--- config.mk ---
export PLATFORM = sky130hd
export DESIGN_NAME = i2592_event_monitor
export DESIGN_NICKNAME = d
export VERILOG_FILES = /design/src/rtl/i2592_event_monitor.sv
export SDC_FILE = /design/constraint.sdc
export NUM_CORES = 1
export LEC_CHECK = 0
export BUFFER_PORTS_ARGS = -buffer_cell sky130_fd_sc_hd__buf_2
export CAP_MARGIN = 10
export CORE_AREA = 5 5 60 46
export DETAILED_ROUTE_END_ITERATION = 10
export DIE_AREA = 0 0 65 51
export PLACE_DENSITY = 0.78
export SETUP_SLACK_MARGIN = 0.05
export SLEW_MARGIN = 20
export SYNTH_ARGS = -nofsm -noshare
export SYNTH_HDL_FRONTEND = slang
export SYNTH_SLANG_ARGS = --single-unit
--- constraint.sdc ---
create_clock -name I1294_clk -period 2.35 [get_ports I1294_clk]
set_clock_uncertainty 0.1 [all_clocks]
set_input_delay 0.235 -clock I1294_clk [delete_from_list [all_inputs] [get_ports I1294_clk]]
set_output_delay 0.235 -clock I1294_clk [all_outputs]
set_load 0.01 [all_outputs]
--- src/rtl/i2592_event_monitor.sv ---
// Event monitor for the I2592 net: falling-edge event detection, windowed threshold alarm, saturating total count.
// Define I2592_MON_STICKY_EN to make the alarm sticky (cleared only by mon_clr or reset).
module i2592_event_monitor #(
  parameter int unsigned CNT_W  = 8,
  parameter int unsigned THRESH = 4,
  parameter int unsigned WINDOW = 16
) (
  input  logic                     I1294_clk,
  input  logic                     I1301_rst,
  input  logic                     I2592,
  input  logic                     mon_en,
  input  logic                     mon_clr,
  input  logic                     alarm_ack,
  output logic                     alarm,
  output logic [CNT_W-1:0]         evt_total,
  output logic [$clog2(THRESH):0]  win_evt,
  output logic [1:0]               mon_state
);

  localparam int unsigned WC_W = $clog2(WINDOW) + 1;
  localparam int unsigned WE_W = $clog2(THRESH) + 1;

  typedef enum logic [1:0] {
    ST_IDLE  = 2'd0,
    ST_ARMED = 2'd1,
    ST_TRIG  = 2'd2
  } state_e;

  state_e            state_q, state_d;
  logic              s_q;
  logic [WC_W-1:0]   win_cnt_q, win_cnt_d;
  logic [WE_W-1:0]   win_evt_q, win_evt_d;
  logic [CNT_W-1:0]  evt_total_q, evt_total_d;
  logic              alarm_q, alarm_d;

  logic              evt_c;
  logic [WE_W:0]     win_sum_c;
  logic              trig_hit_c;
  logic              win_end_c;
  logic              trig_exit_c;

  // A held low level yields one event: only the high->low sample pair fires
  assign evt_c      = s_q & ~I2592;
  assign win_sum_c  = {1'b0, win_evt_q} + (WE_W+1)'(evt_c);
  assign trig_hit_c = win_sum_c >= (WE_W+1)'(THRESH);
  assign win_end_c  = win_cnt_q == WC_W'(WINDOW - 1);

`ifdef I2592_MON_STICKY_EN
  logic unused_alarm_ack;
  assign unused_alarm_ack = alarm_ack;
  assign trig_exit_c      = mon_clr;
`else
  assign trig_exit_c      = alarm_ack;
`endif

  always_ff @(posedge I1294_clk or negedge I1301_rst) begin
    if (!I1301_rst) begin
      state_q     <= ST_IDLE;
      s_q         <= 1'b1;
      win_cnt_q   <= '0;
      win_evt_q   <= '0;
      evt_total_q <= '0;
      alarm_q     <= 1'b0;
    end else begin
      state_q     <= state_d;
      s_q         <= I2592;
      win_cnt_q   <= win_cnt_d;
      win_evt_q   <= win_evt_d;
      evt_total_q <= evt_total_d;
      alarm_q     <= alarm_d;
    end
  end

  always_comb begin
    state_d     = state_q;
    win_cnt_d   = win_cnt_q;
    win_evt_d   = win_evt_q;
    evt_total_d = evt_total_q;

    // Clear wins over a coincident event
    if (mon_clr) begin
      evt_total_d = '0;
    end else if (evt_c && mon_en && !(&evt_total_q)) begin
      evt_total_d = evt_total_q + CNT_W'(1);
    end

    unique case (state_q)
      ST_IDLE: begin
        win_cnt_d = '0;
        win_evt_d = '0;
        if (mon_en) state_d = ST_ARMED;
      end
      ST_ARMED: begin
        if (!mon_en) begin
          state_d   = ST_IDLE;
          win_cnt_d = '0;
          win_evt_d = '0;
        end else if (mon_clr) begin
          win_cnt_d = '0;
          win_evt_d = '0;
        end else if (trig_hit_c) begin
          state_d   = ST_TRIG;
          win_evt_d = WE_W'(win_sum_c);
        end else if (win_end_c) begin
          win_cnt_d = '0;
          win_evt_d = '0;
        end else begin
          win_cnt_d = win_cnt_q + WC_W'(1);
          win_evt_d = WE_W'(win_sum_c);
        end
      end
      ST_TRIG: begin
        if (mon_clr) win_evt_d = '0;
        if (trig_exit_c) begin
          state_d   = mon_en ? ST_ARMED : ST_IDLE;
          win_cnt_d = '0;
          win_evt_d = '0;
        end
      end
      default: begin
        state_d   = ST_IDLE;
        win_cnt_d = '0;
        win_evt_d = '0;
      end
    endcase

    alarm_d = (state_d == ST_TRIG);
  end

  assign alarm     = alarm_q;
  assign evt_total = evt_total_q;
  assign win_evt   = win_evt_q;
  assign mon_state = state_q;

endmodule

* Word-level counts from Yosys, hierarchy flattened
Index checks and enable logic that the tools add are counted.
** Operators by class
- Add/subtract/negate cells :: 3
- $mul :: 0
- Divide/modulo/power cells :: 0
- $lt $le $gt $ge :: 1
- Equality and inequality tests :: 7
- Shift-type cells :: 0
- Multiplexer cells :: 22
- Bitwise gates (word level) :: 2
- Reductions and logical operators :: 7
** Operators by type and width (count)
- 5-bit two-way mux :: 5
- 3-bit two-way mux :: 6
- 8-bit two-way mux :: 2
- 2-bit two-way mux :: 5
- 5-bit case mux with 2 select lines :: 1
- 8-bit by 1-bit adder with 8-bit output (second input constant) :: 1
- 8-bit AND reduction :: 1
- 2-bit case mux with 3 select lines :: 1
- 3-bit case mux with 2 select lines :: 1
- 5-bit by 1-bit adder with 5-bit output (second input constant) :: 1
- 5-bit by 4-bit == test with 1-bit output (second input constant) :: 1
- 3-bit by 1-bit adder with 4-bit output :: 1
- 2-bit == test (second input constant) :: 2
- 4-bit by 3-bit >= comparator with 1-bit output (second input constant) :: 1
- 4-bit != test (second input constant) :: 1
- 3-bit != test (second input constant) :: 1
- 2-bit by 1-bit == test with 1-bit output (second input constant) :: 1
- 1-bit logical AND :: 2
- 2-bit logical NOT :: 1
- 2-bit != test (second input constant) :: 1
- 2-bit AND reduction :: 1
- 2-bit nonzero test :: 1
- 1-bit bitwise AND :: 1
- 1-bit logical NOT :: 1
- other kinds (2) :: 2
** Word-level totals
- Register bits after elaboration :: 20
- Bits in latches :: 0
- Memory bits (writable) :: 0
- Bits in read-only memories :: 0
- Input port bits :: 6
- Output and inout port bits :: 14
- Logic and storage cells :: 48
- Memories :: 0

* Depth between registers and ports, before layout
Gate-level depths: netlist of run 1.
- Word-level depth :: 9
- Mapped depth :: 7
- Depth with buffers taken out :: 7

* Least setup slack after synthesis of run 1
OpenSTA, ideal clock, no wires.
- Path kind :: register to register
- From :: reg s_q
- To :: reg win_cnt_q[1]
- Library setup time :: 78 ps
- Arrival time :: 1681 ps
- Data required time :: 2172 ps
- Path slack :: 491 ps
- Cell stages (with the launch flop) :: 8
- Path buffers :: 0
- Clock period less this slack :: 1859 ps
- Path through :: dfstp_2 -> and2b_1 -> ha_1 -> ha_1 -> and2_1 -> a21oi_1 -> or3_1 -> o2bb2ai_1
** On the way
- Cells in the longest elaborated chain, start to end :: 5
** Ends and longest elaborated chain
- start: declaration :: RTL line 30 : logic s_q;
- start signal: assignment :: RTL line 59 : s_q <= 1'b1;
- start signal: assignment :: RTL line 66 : s_q <= I2592;
- 1-bit bitwise AND :: RTL line 43 : assign evt_c = s_q & ~I2592;
- 3-bit by 1-bit adder with 4-bit output :: RTL line 44 : assign win_sum_c = {1'b0, win_evt_q} + (WE_W+1)'(evt_c);
- 4-bit by 3-bit >= comparator with 1-bit output :: RTL line 45 : assign trig_hit_c = win_sum_c >= (WE_W+1)'(THRESH);
- 4-bit != test (no line)
- 2-bit AND reduction (no line)
- end signal: assignment :: RTL line 67 : win_cnt_q <= win_cnt_d;
- end: declaration :: RTL line 31 : logic [WC_W-1:0] win_cnt_q, win_cnt_d;
Every way passes these cells.
A chain may end at the register's enable or synchronous reset.

* Worst setup path after layout of run 1
- From :: in I2592
- To :: reg win_evt_q[1], in the netlist win_evt[1]
** On the way
- Cells in the longest elaborated chain, start to end :: 8
- Elaborated cells between the ends (all ways) :: 9
- Classes of those cells :: add/sub: 1; order compare: 1; mux: 5; bitwise: 2
** Ends and longest elaborated chain
- start: declaration :: RTL line 10 : input logic I2592,
- 1-bit inverter (*) :: RTL line 43
- 1-bit bitwise AND (*) :: RTL line 43
- 3-bit by 1-bit adder with 4-bit output (*) :: RTL line 44
- 4-bit by 3-bit >= comparator with 1-bit output or 3-bit two-way mux (tied branches) :: RTL line 45, 104
- 3-bit two-way mux (*) :: RTL line 101 : end else if (trig_hit_c) begin
- 3-bit two-way mux (*) :: RTL line 98 : end else if (mon_clr) begin
- 3-bit two-way mux (*) :: RTL line 94 : if (!mon_en) begin
- 3-bit case mux with 2 select lines (*) :: RTL line 87 : unique case (state_q)
- end signal: assignment :: RTL line 68 : win_evt_q <= win_evt_d;
- end: declaration :: RTL line 32 : logic [WE_W-1:0] win_evt_q, win_evt_d;
Mark *: on every way between the ends. The rest lies on a longest branch, timed or not.

==> out/qor.csv, run 1 <==
stage;metric;value;unit
run_status;outcome;finished clean;
timing;Max Transition Viols Final;0;
setup_path;RR Startpoint;s_q;
synthesis;Mapped Area;1010;µm²
timing;Worst slew margin;59.0;%
layout;NumNets Final;130;
synthesis;Yosys Warn Count;0;
setup_path;Crit path required time;2.49;ns
die;Die H;51;µm
layout;Final Instance Count excl. Fillers;143;
worst_hold_path;hold path startpoint;mon_en;
clock_tree;clock buffer depth;2;
setup_path;CP max FO;5;
layout;P&R area growth vs syn;17.9;%
global_routing;GRT met2 Usage;22.1;%
timing;Final setup viols;0;
detailed_routing;DRC Markers;0;
global_routing;busiest layer in global routing;met2;
setup_path;CP startpoint kind;primary input;
clock_tree;clk slew on worst S/H paths;0.12;ns
timing;Fin. Hold Viols;0;
synthesis;post-synth top area share;47.0;%
detailed_routing;WL/cell;15.7;µm
die;Cell Rows;14;
timing;Final TNS setup;0;ns
setup_path;worst r2r dst;win_cnt_q[3];
synthesis;Post-Syn Instances;95;
timing;period utilisation layout;91.1;%
pwr;worst vdd ir;0.384;mV
global_routing;initial antenna violation count;0;
clock_tree;postcts setup bufs;0;
synthesis;ys async rst share;100;%
pwr;LEAKAGE;0.580;nW
synthesis;Syn Nets;105;
global_routing;GR Overflow Total;0;
pwr;Power Total;0.000597;W
die;num ports;20;
clock_tree;CTS Buf Count;3;
synthesis;Yosys reg bits;20;
clock_tree;CTS tree;built;
synthesis;Synth top cells by count;dfrtp_1 (19), nor2_1 (9), a21oi_1 (5);
setup_path;register-to-register setup slack;0.33;ns
layout;post-route cell area;1190;µm²
layout;layout cells sized above 1;25.2;%
clock_tree;H-tree lvl count;1;
job;Max Cap Viol;0;
worst_hold_path;hold path endpoint;mon_state[0];
synthesis;most frequent cell after synthesis;dfrtp_1;
setup_path;crit end category;flip-flop;
place;Final HPWL DP;1630;µm
synthesis;average size of a mapped cell;10.6;µm²
die;Core ar.;2080;µm²
global_routing;met3 Usage GRT;4.82;%
die;DIE AREA;3320;µm²
global_routing;largest net degree at the start of global routing;21;
die;Starting Density;48.5;%
timing;fmax;467;MHz
clock_tree;clock root cell;clkbuf_4;
synthesis;ys flop type;dfrtp_1;
setup_path;reg2reg path depth;7;
synthesis;top cells by area, synth;dfrtp_1 (47%), ha_1 (5.0%), nor2_1 (3.3%), dfstp_2 (2.6%), xnor2_1 (2.6%);
setup_path;WP data arrival;2.28;ns
setup_path;crit path kind;primary input to flip-flop;
detailed_routing;initial drt markers;38;
timing;RSZ-0062 raised after global routing;false;
worst_hold_path;Min-Delay Path Class;primary input to flip-flop;
detailed_routing;Initial DRT Pass Iterations;4;
timing;minimum clock period;2.14;ns
global_routing;vias in the first global route;808;
clock_tree;clk_lat worst skew;0.31;ns
pwr;Pwr Density;501;nW/µm²
detailed_routing;Vias;812;
synthesis;EDFF count, synth;0;
global_routing;global-route wire length before repair;3770;µm
global_routing;gr usage total;14.6;%
timing;Worst Tran Pin Value;0.606;ns
place;cell count after placement;137;
synthesis;post-synth top area cell;dfrtp_1;
place;PortBufs;19;
detailed_routing;WL final;2240;µm
synthesis;Seq/Total Area, Yosys;49.6;%
layout;antenna cells;0;
die;Die Width;65;µm
detailed_routing;drt via density;5.68;
global_routing;GR Util met1;20.5;%
worst_hold_path;worst hold path depth;2;
clock_tree;clock sinks;20;
detailed_routing;Routed Antenna Nets;0;
synthesis;Yosys cell types;37;
place;routability cong.;0.893;
place;placed inst area;1130;µm²
per-stage QoR:
stage | setup slack (ns) | hold slack, ns | util [%]
5_1_grt | 0.0673 | 0.101 | 57.2
3_3_place_gp | 0.398 | 0.101 | 54.3
6_report | 0.209 | 0.0957 | 57.2
2_1_floorplan | 0.491 | -0.161 | -
4_1_cts | 0.134 | 0.0965 | 57.0
3_5_place_dp | 0.347 | 0.113 | 54.3
worst max path at each step:
stage                      from  slack (ns)  cells after the start      endpoint
after global placement      s_q        0.40                      7  win_cnt_q[3]
after floorplan             s_q        0.49                      7  win_cnt_q[1]
after global routing      I2592        0.07                      9  win_cnt_q[1]
after CTS                 I2592        0.13                      9  win_cnt_q[4]
final                     I2592        0.21                      9    win_evt[1]
after detailed placement    s_q        0.35                      7  win_cnt_q[3]
report_power, final:
| group | internal, W | switching (W) |
|---|---|---|
| clock | 0.0000946 | 0.000109 |
| sequential | 0.000349 | 0.00000471 |
| combinational | 0.0000159 | 0.0000243 |
| total | 0.000460 | 0.000138 |
layer usage:
metal | vias up | routed length (µm)
met4 | 0 | 16
met2 | 27 | 988
met3 | 2 | 137
li1 | 400 | -
met5 | - | 0
met1 | 383 | 1100
critical path, cell delays in order:
cell and delay, ns:
dlygate4sd3_1 0.51, buf_2 0.11, and2b_1 0.18, ha_1 0.20, ha_1 0.22, and2_1 0.18
a21o_1 0.23, a21oi_1 0.24, a22o_1 0.18
flip-flops by register name, indices dropped and copies added (netlist names):
| name | count |
|---|---|
| alarm | 1 |
| evt_total | 8 |
| mon_state | 2 |
| s_q | 1 |
| win_cnt_q | 5 |
| win_evt | 3 |
cell usage in the layout, fill, tap and decap left out, drive strengths merged:
cell          n
dfrtp        19
buf          19
nor2          9
a21oi         5
o21ai         5
nand2         4
inv           4
nand3         4
ha            4
a21o          4
clkbuf        4
a31oi         3
xnor2         3
and2          2
o21a          2
o31ai         2
or4           2
xor2          2
a22o          2
o2bb2ai       2
dlygate4sd3   2
or3           2
and2b         1
nand4bb       1
or3b          1
nor2b         1
and4          1
and3          1
nand3b        1
a2111oi       1
a211oi        1
nor4bb        1
nor4b         1
mux2i         1
nor4          1
dfstp         1
kinds of logic after synthesis:
kind of cell	Yosys count	share of synthesized area, %
and+or+nand+nor	33	19.7
AOI/OAI and AO/OA	27	18.6
DFF	20	49.6
xor gates and xnor gates	5	4.33
buffers and inverters	5	1.86
adders and majority gates	4	4.95
muxes	1	0.990
timing repair:
action,CTS,global route
hold buffers,2,0
endpoints found under the setup margin,0,3
hold endpoints to repair,20,0
resized for setup,0,1
area by class of cell:
cell class,instances,area [µm²]
Sequential cell,20,502
Fill cell,187,892
Tap cell,24,30.0
Multi-Input combinational cell,70,494
Timing Repair Buffer,21,115
Inverter,4,15.0
Clock buffer,4,36.3
(Power assumes the default switching activity.)
==> run 2: changes to the inputs <==
==> constraint.sdc (replaced) <==
create_clock -name I1294_clk -period 2.35 [get_ports I1294_clk]
set_clock_uncertainty 0.1 [all_clocks]
set_input_delay 0.47 -clock I1294_clk [delete_from_list [all_inputs] [get_ports I1294_clk]]
set_output_delay 0.47 -clock I1294_clk [all_outputs]
set_load 0.01 [all_outputs]
==> run 2 against run 1 <==
  * Fmax is 6.0% higher
  * Final area decreased by 1.2%
  * Global-route usage increased by 0.35 points
  * Wire length down 3.3%
  * Largest cell class unchanged
  * Highest routed layer unchanged
==> out/qor.csv, run 2 (same netlist as run 1, synthesis figures left out) <==
stage;metric;value;unit
run_status;outcome;finished clean;
clock_tree;CTS Buf Count;3;
layout;NumNets Final;129;
global_routing;vias in the first global route;771;
layout;max FFs per register;8;
die;DIE AREA;3320;µm²
worst_hold_path;worst hold path depth;1;
detailed_routing;initial drt markers;31;
global_routing;initial antenna violation count;0;
clock_tree;clock buffer depth;2;
setup_path;register-to-register setup slack;0.33;ns
place;pre-CTS setup slack;0.123;ns
detailed_routing;Routed Antenna Nets;0;
layout;antenna cells;0;
die;Die H;51;µm
setup_path;reg2reg path depth;7;
setup_path;worst r2r dst;win_cnt_q[1];
timing;Worst Tran Pin Value;0.508;ns
layout;layout cells sized above 1;24.6;%
timing;Worst slew margin;65.3;%
layout;Fill cells;189;
setup_path;CP startpoint kind;flip-flop;
timing;Final TNS setup;0;ns
pwr;LEAKAGE;0.573;nW
clock_tree;CTS tree;built;
layout;most frequent cells in the layout;dfrtp_1 (19), buf_2 (19), nor2_1 (9);
global_routing;gr usage total;15.0;%
setup_path;WP data arrival;2.16;ns
setup_path;crit end category;flip-flop;
worst_hold_path;Min-Delay Path Class;primary input to flip-flop;
setup_path;RR Startpoint;s_q;
place;routability cong.;0.903;
setup_path;Crit path required time;2.49;ns
timing;Fin. Hold Viols;0;
layout;Core Util, Final;56.5;%
detailed_routing;DRC Markers;0;
detailed_routing;Vias;823;
place;Final HPWL DP;1600;µm
detailed_routing;WL final;2170;µm
clock_tree;H-tree lvl count;1;
die;Die Width;65;µm
timing;period utilisation layout;86.0;%
pwr;Pwr Density;499;nW/µm²
setup_path;CP max FO;4;
timing;RSZ-0062 raised after global routing;false;
die;Starting Density;48.5;%
die;Cell Rows;14;
place;placed inst area;1130;µm²
worst_hold_path;hold path startpoint;I2592;
timing;minimum clock period;2.02;ns
job;Max Cap Viol;0;
detailed_routing;Initial DRT Pass Iterations;4;
global_routing;global-route wire length before repair;3690;µm
timing;fmax;495;MHz
clock_tree;clk slew on worst S/H paths;0.11;ns
detailed_routing;drt via density;5.80;
global_routing;GR Overflow Total;0;
clock_tree;postcts setup bufs;0;
pwr;Power Total;0.000589;W
die;num ports;20;
clock_tree;clock sinks;20;
setup_path;Critical Path Source;s_q;
clock_tree;clock root cell;clkbuf_4;
global_routing;largest net degree at the start of global routing;21;
clock_tree;clk_lat worst skew;0.30;ns
detailed_routing;WL/cell;15.3;µm
layout;P&R area growth vs syn;16.6;%
pwr;worst vdd ir;0.307;mV
layout;FF+latch area;502;µm²
layout;post-route cell area;1180;µm²
timing;Max Transition Viols Final;0;
layout;Multi-input gate area;490;µm²
clock_tree;PostCTS Resize Cnt;0;
place;PortBufs;19;
setup_path;Critical Path End;win_cnt_q[1];
setup_path;crit path kind;flip-flop to flip-flop;
die;Core ar.;2080;µm²
timing;Final setup viols;0;
timing;post-route worst setup slack;0.329;ns
[run 2: through the flow]
stage               instances  hold WS [ns]
finish                    142         0.177
global route              142         0.158
CTS                       142         0.159
detailed placement        137         0.346
global placement          137         0.340
floorplan                  95        0.0744
[run 2: layout make-up]
cell class,count,area share [%]
Sequential cell,20,42.6
Multi-Input combinational cell,70,41.6
Timing Repair Buffer,20,8.92
Clock buffer,4,3.08
Tap cell,24,2.55
Inverter,4,1.27
[run 2: worst min-delay path by stage]
| stage | to | slack (ns) |
|---|---|---|
| after detailed placement | win_evt[1] | 0.35 |
| after global placement | win_evt[2] | 0.34 |
| after global routing | s_q | 0.16 |
| after floorplan | alarm | 0.07 |
| final | s_q | 0.18 |
| after CTS | s_q | 0.16 |
[run 2: layer usage]
metal / GRT usage (%) / part of all wire [%] / vias to the layer above
li1: - / - / 399
met1: 19.6 / 45 / 392
met2: 21.9 / 45 / 28
met3: 5.70 / 7.8 / 4
met4: 7.02 / 2.0 / 0
met5: 0 / 0 / -
[run 2: critical path: stages (launching register included)]
cell and delay, ns:
dfstp_2 0.54, and2b_1 0.12, ha_1 0.16, ha_1 0.20, and2_1 0.16, a21oi_1 0.10
or3_1 0.42, o2bb2ai_1 0.15
[run 2: repair_timing]
action                     CTS  global route
hold endpoints to repair    17             0
setup endpoints to repair    0             0
hold buffers                 1             0
[run 2: power breakdown]
part	total, W	internal, W	switching [W]
clock network	0.000197	0.0000946	0.000102
logic	0.0000379	0.0000147	0.0000232
registers	0.000354	0.000349	0.00000456
total	0.000589	0.000458	0.000130
==> run 3: changes to the inputs <==
--- a/config.mk
+++ b/config.mk
@@ -7,10 +7,10 @@
 export LEC_CHECK = 0
 export BUFFER_PORTS_ARGS = -buffer_cell sky130_fd_sc_hd__buf_2
 export CAP_MARGIN = 10
-export CORE_AREA = 5 5 60 46
+export CORE_AREA = 5 5 57 49
 export DETAILED_ROUTE_END_ITERATION = 10
-export DIE_AREA = 0 0 65 51
-export PLACE_DENSITY = 0.78
+export DIE_AREA = 0 0 62 54
+export PLACE_DENSITY = 0.77
 export SETUP_SLACK_MARGIN = 0.05
 export SLEW_MARGIN = 20
 export SYNTH_ARGS = -nofsm -noshare
==> constraint.sdc (replaced) <==
create_clock -name I1294_clk -period 2.35 [get_ports I1294_clk]
set_clock_uncertainty 0.1 [all_clocks]
set_input_delay 0.1175 -clock I1294_clk [delete_from_list [all_inputs] [get_ports I1294_clk]]
set_output_delay 0.1175 -clock I1294_clk [all_outputs]
set_load 0.01 [all_outputs]
==> run 3 against run 2 <==
  * Combinational power increased by 6.6%
  * Final area grew 2.0%
  * Setup slack got worse by 0.090 ns
  * Register-to-register slack hardly changed
  * Final cell count up 3.5%
  * Sequential share of layout area shrank 0.84 points
  * Non-clock buffer count grew 2
  * First-iteration DRC count shrank 23%
  * Global-route usage fell by 1.2 points
  * Utilization is 2.9 points lower
  * Count of clock-buffer cells in the layout stayed put
  * Critical path type is now primary input to flip-flop
  * Highest routed layer unchanged
==> out/qor.csv, run 3 (same netlist as run 1, synthesis figures left out) <==
stage;metric;value;unit
run_status;outcome;finished clean;
layout;NumNets Final;131;
timing;Max Transition Viols Final;0;
pwr;worst vdd ir;0.477;mV
clock_tree;PostCTS Resize Cnt;0;
timing;Worst Tran Pin Value;0.594;ns
layout;layout cells sized above 1;24.2;%
timing;Worst slew margin;59.9;%
global_routing;gr usage total;13.7;%
detailed_routing;Initial DRT Pass Iterations;4;
global_routing;largest net degree at the start of global routing;21;
pwr;Clk pwr share;32.9;%
pwr;LEAKAGE;0.582;nW
global_routing;global-route wire length before repair;3350;µm
detailed_routing;Vias;797;
clock_tree;CTS tree;built;
global_routing;GR Overflow Total;0;
clock_tree;clock buffer depth;2;
detailed_routing;WL/cell;13.5;µm
detailed_routing;initial drt markers;24;
layout;Fill cells;206;
detailed_routing;DRC Markers;0;
worst_hold_path;Min-Delay Path Class;primary input to flip-flop;
layout;max FFs per register;8;
clock_tree;clock sinks;20;
die;Starting Density;45.1;%
detailed_routing;Routed Antenna Nets;0;
pwr;combinational fraction of design power;6.9;%
layout;antenna cells;0;
setup_path;Crit path required time;2.47;ns
global_routing;vias in the first global route;783;
setup_path;CP startpoint kind;primary input;
place;routability cong.;0.798;
setup_path;crit path kind;primary input to flip-flop;
pwr;internal power;0.000460;W
detailed_routing;drt via density;5.42;
pwr;Pwr Density;488;nW/µm²
layout;FF+latch area;502;µm²
timing;period utilisation layout;89.8;%
timing;fmax;474;MHz
clock_tree;clk_lat worst skew;0.30;ns
die;Die Width;62;µm
clock_tree;H-tree lvl count;1;
clock_tree;CTS Buf Count;3;
setup_path;CP max FO;5;
timing;Worst Hold Margin;0.0370;ns
place;Final HPWL DP;1520;µm
timing;minimum clock period;2.11;ns
pwr;switching power total;0.000126;W
die;Cell Rows;16;
clock_tree;clk slew on worst S/H paths;0.11;ns
pwr;switching share of power;21.5;%
timing;Final TNS setup;0;ns
die;Die H;54;µm
die;DIE AREA;3350;µm²
timing;Final setup viols;0;
layout;P&R area growth vs syn;18.9;%
clock_tree;clock root cell;clkbuf_4;
layout;most frequent cells in the layout;dfrtp_1 (19), buf_2 (19), nor2_1 (9);
pwr;Power Total;0.000587;W
job;Max Cap Viol;0;
setup_path;crit end category;flip-flop;
layout;Multi-input gate area;490;µm²
detailed_routing;WL final;1990;µm
place;PortBufs;19;
setup_path;WP data arrival;2.23;ns
global_routing;initial antenna violation count;0;
pwr;Seq pwr share;60.2;%
die;num ports;20;
timing;Fin. Hold Viols;0;
die;Core ar.;2240;µm²
timing;RSZ-0062 raised after global routing;false;
==> run 3: cell types whose count changed in the layout (fill, tap and decap cells not counted) <==
cell           change
dlygate4sd3_1      +2
==> run 3: area by class of cell <==
| type | instances | area share [%] |
|---|---|---|
| Sequential cell | 20 | 41.7 |
| Clock buffer | 4 | 3.02 |
| Inverter | 4 | 1.25 |
| Multi-Input combinational cell | 70 | 40.8 |
| Tap cell | 27 | 2.81 |
| Timing Repair Buffer | 22 | 10.4 |
==> run 3: path summary, 6_finish.rpt <==
kind / cells past startpoint / slack (ns) / endpoint / from
setup / recovery: 9 / 0.24 / win_cnt_q[3] / I2592
hold / removal: 2 / 0.04 / evt_total[6] / mon_clr
setup reg to reg: 7 / 0.32 / win_cnt_q[3] / s_q
hold reg to reg: 1 / 0.41 / win_cnt_q[4] / win_cnt_q[4]
max in group asynchronous: 2 / 1.63 / s_q / I1301_rst
min in group asynchronous: 2 / 0.18 / win_evt[2] / I1301_rst
==> run 3: worst max-delay path: stages <==
cell           delay, ns
dlygate4sd3_1       0.52
buf_2               0.11
and2b_1             0.17
ha_1                0.19
ha_1                0.22
and2_1              0.18
a21o_1              0.22
o21ai_1             0.34
o2bb2ai_1           0.16
==> run 3: power by group through the flow <==
| stage | clock (W) | combinational, W | sequential [W] |
|---|---|---|---|
| finish | 0.000193 | 0.0000404 | 0.000353 |
| global route | 0.000217 | 0.0000461 | 0.000355 |
| CTS | 0.000203 | 0.0000412 | 0.000353 |
| detailed placement | 0 | 0.0000373 | 0.000360 |
| global placement | 0 | 0.0000364 | 0.000360 |
| floorplan | 0 | 0.0000173 | 0.000361 |
==> run 3: what timing repair did <==
action / 4_1_cts / 5_1_grt
setup buffers: 0 / 0
endpoints found under the hold margin: 22 / 0
hold buffers: 3 / 0
==> run 3: metal layers <==
metal | routed length (µm) | vias up | track usage [%]
met5 | 0 | - | 0
met3 | 82 | 2 | 5.04
met2 | 961 | 9 | 21.0
li1 | - | 399 | -
met4 | 18 | 0 | 4.95
met1 | 925 | 387 | 17.7
==> run 3: stage by stage <==
stage	util [%]	setup WS, ns	cell area [µm²]	std cells
2_1_floorplan	-	0.491	1010	95
3_3_place_gp	50.7	0.415	1140	140
4_1_cts	53.6	0.242	1200	147
6_report	53.6	0.240	1200	147
5_1_grt	53.6	0.138	1200	147
3_5_place_dp	50.7	0.354	1140	140
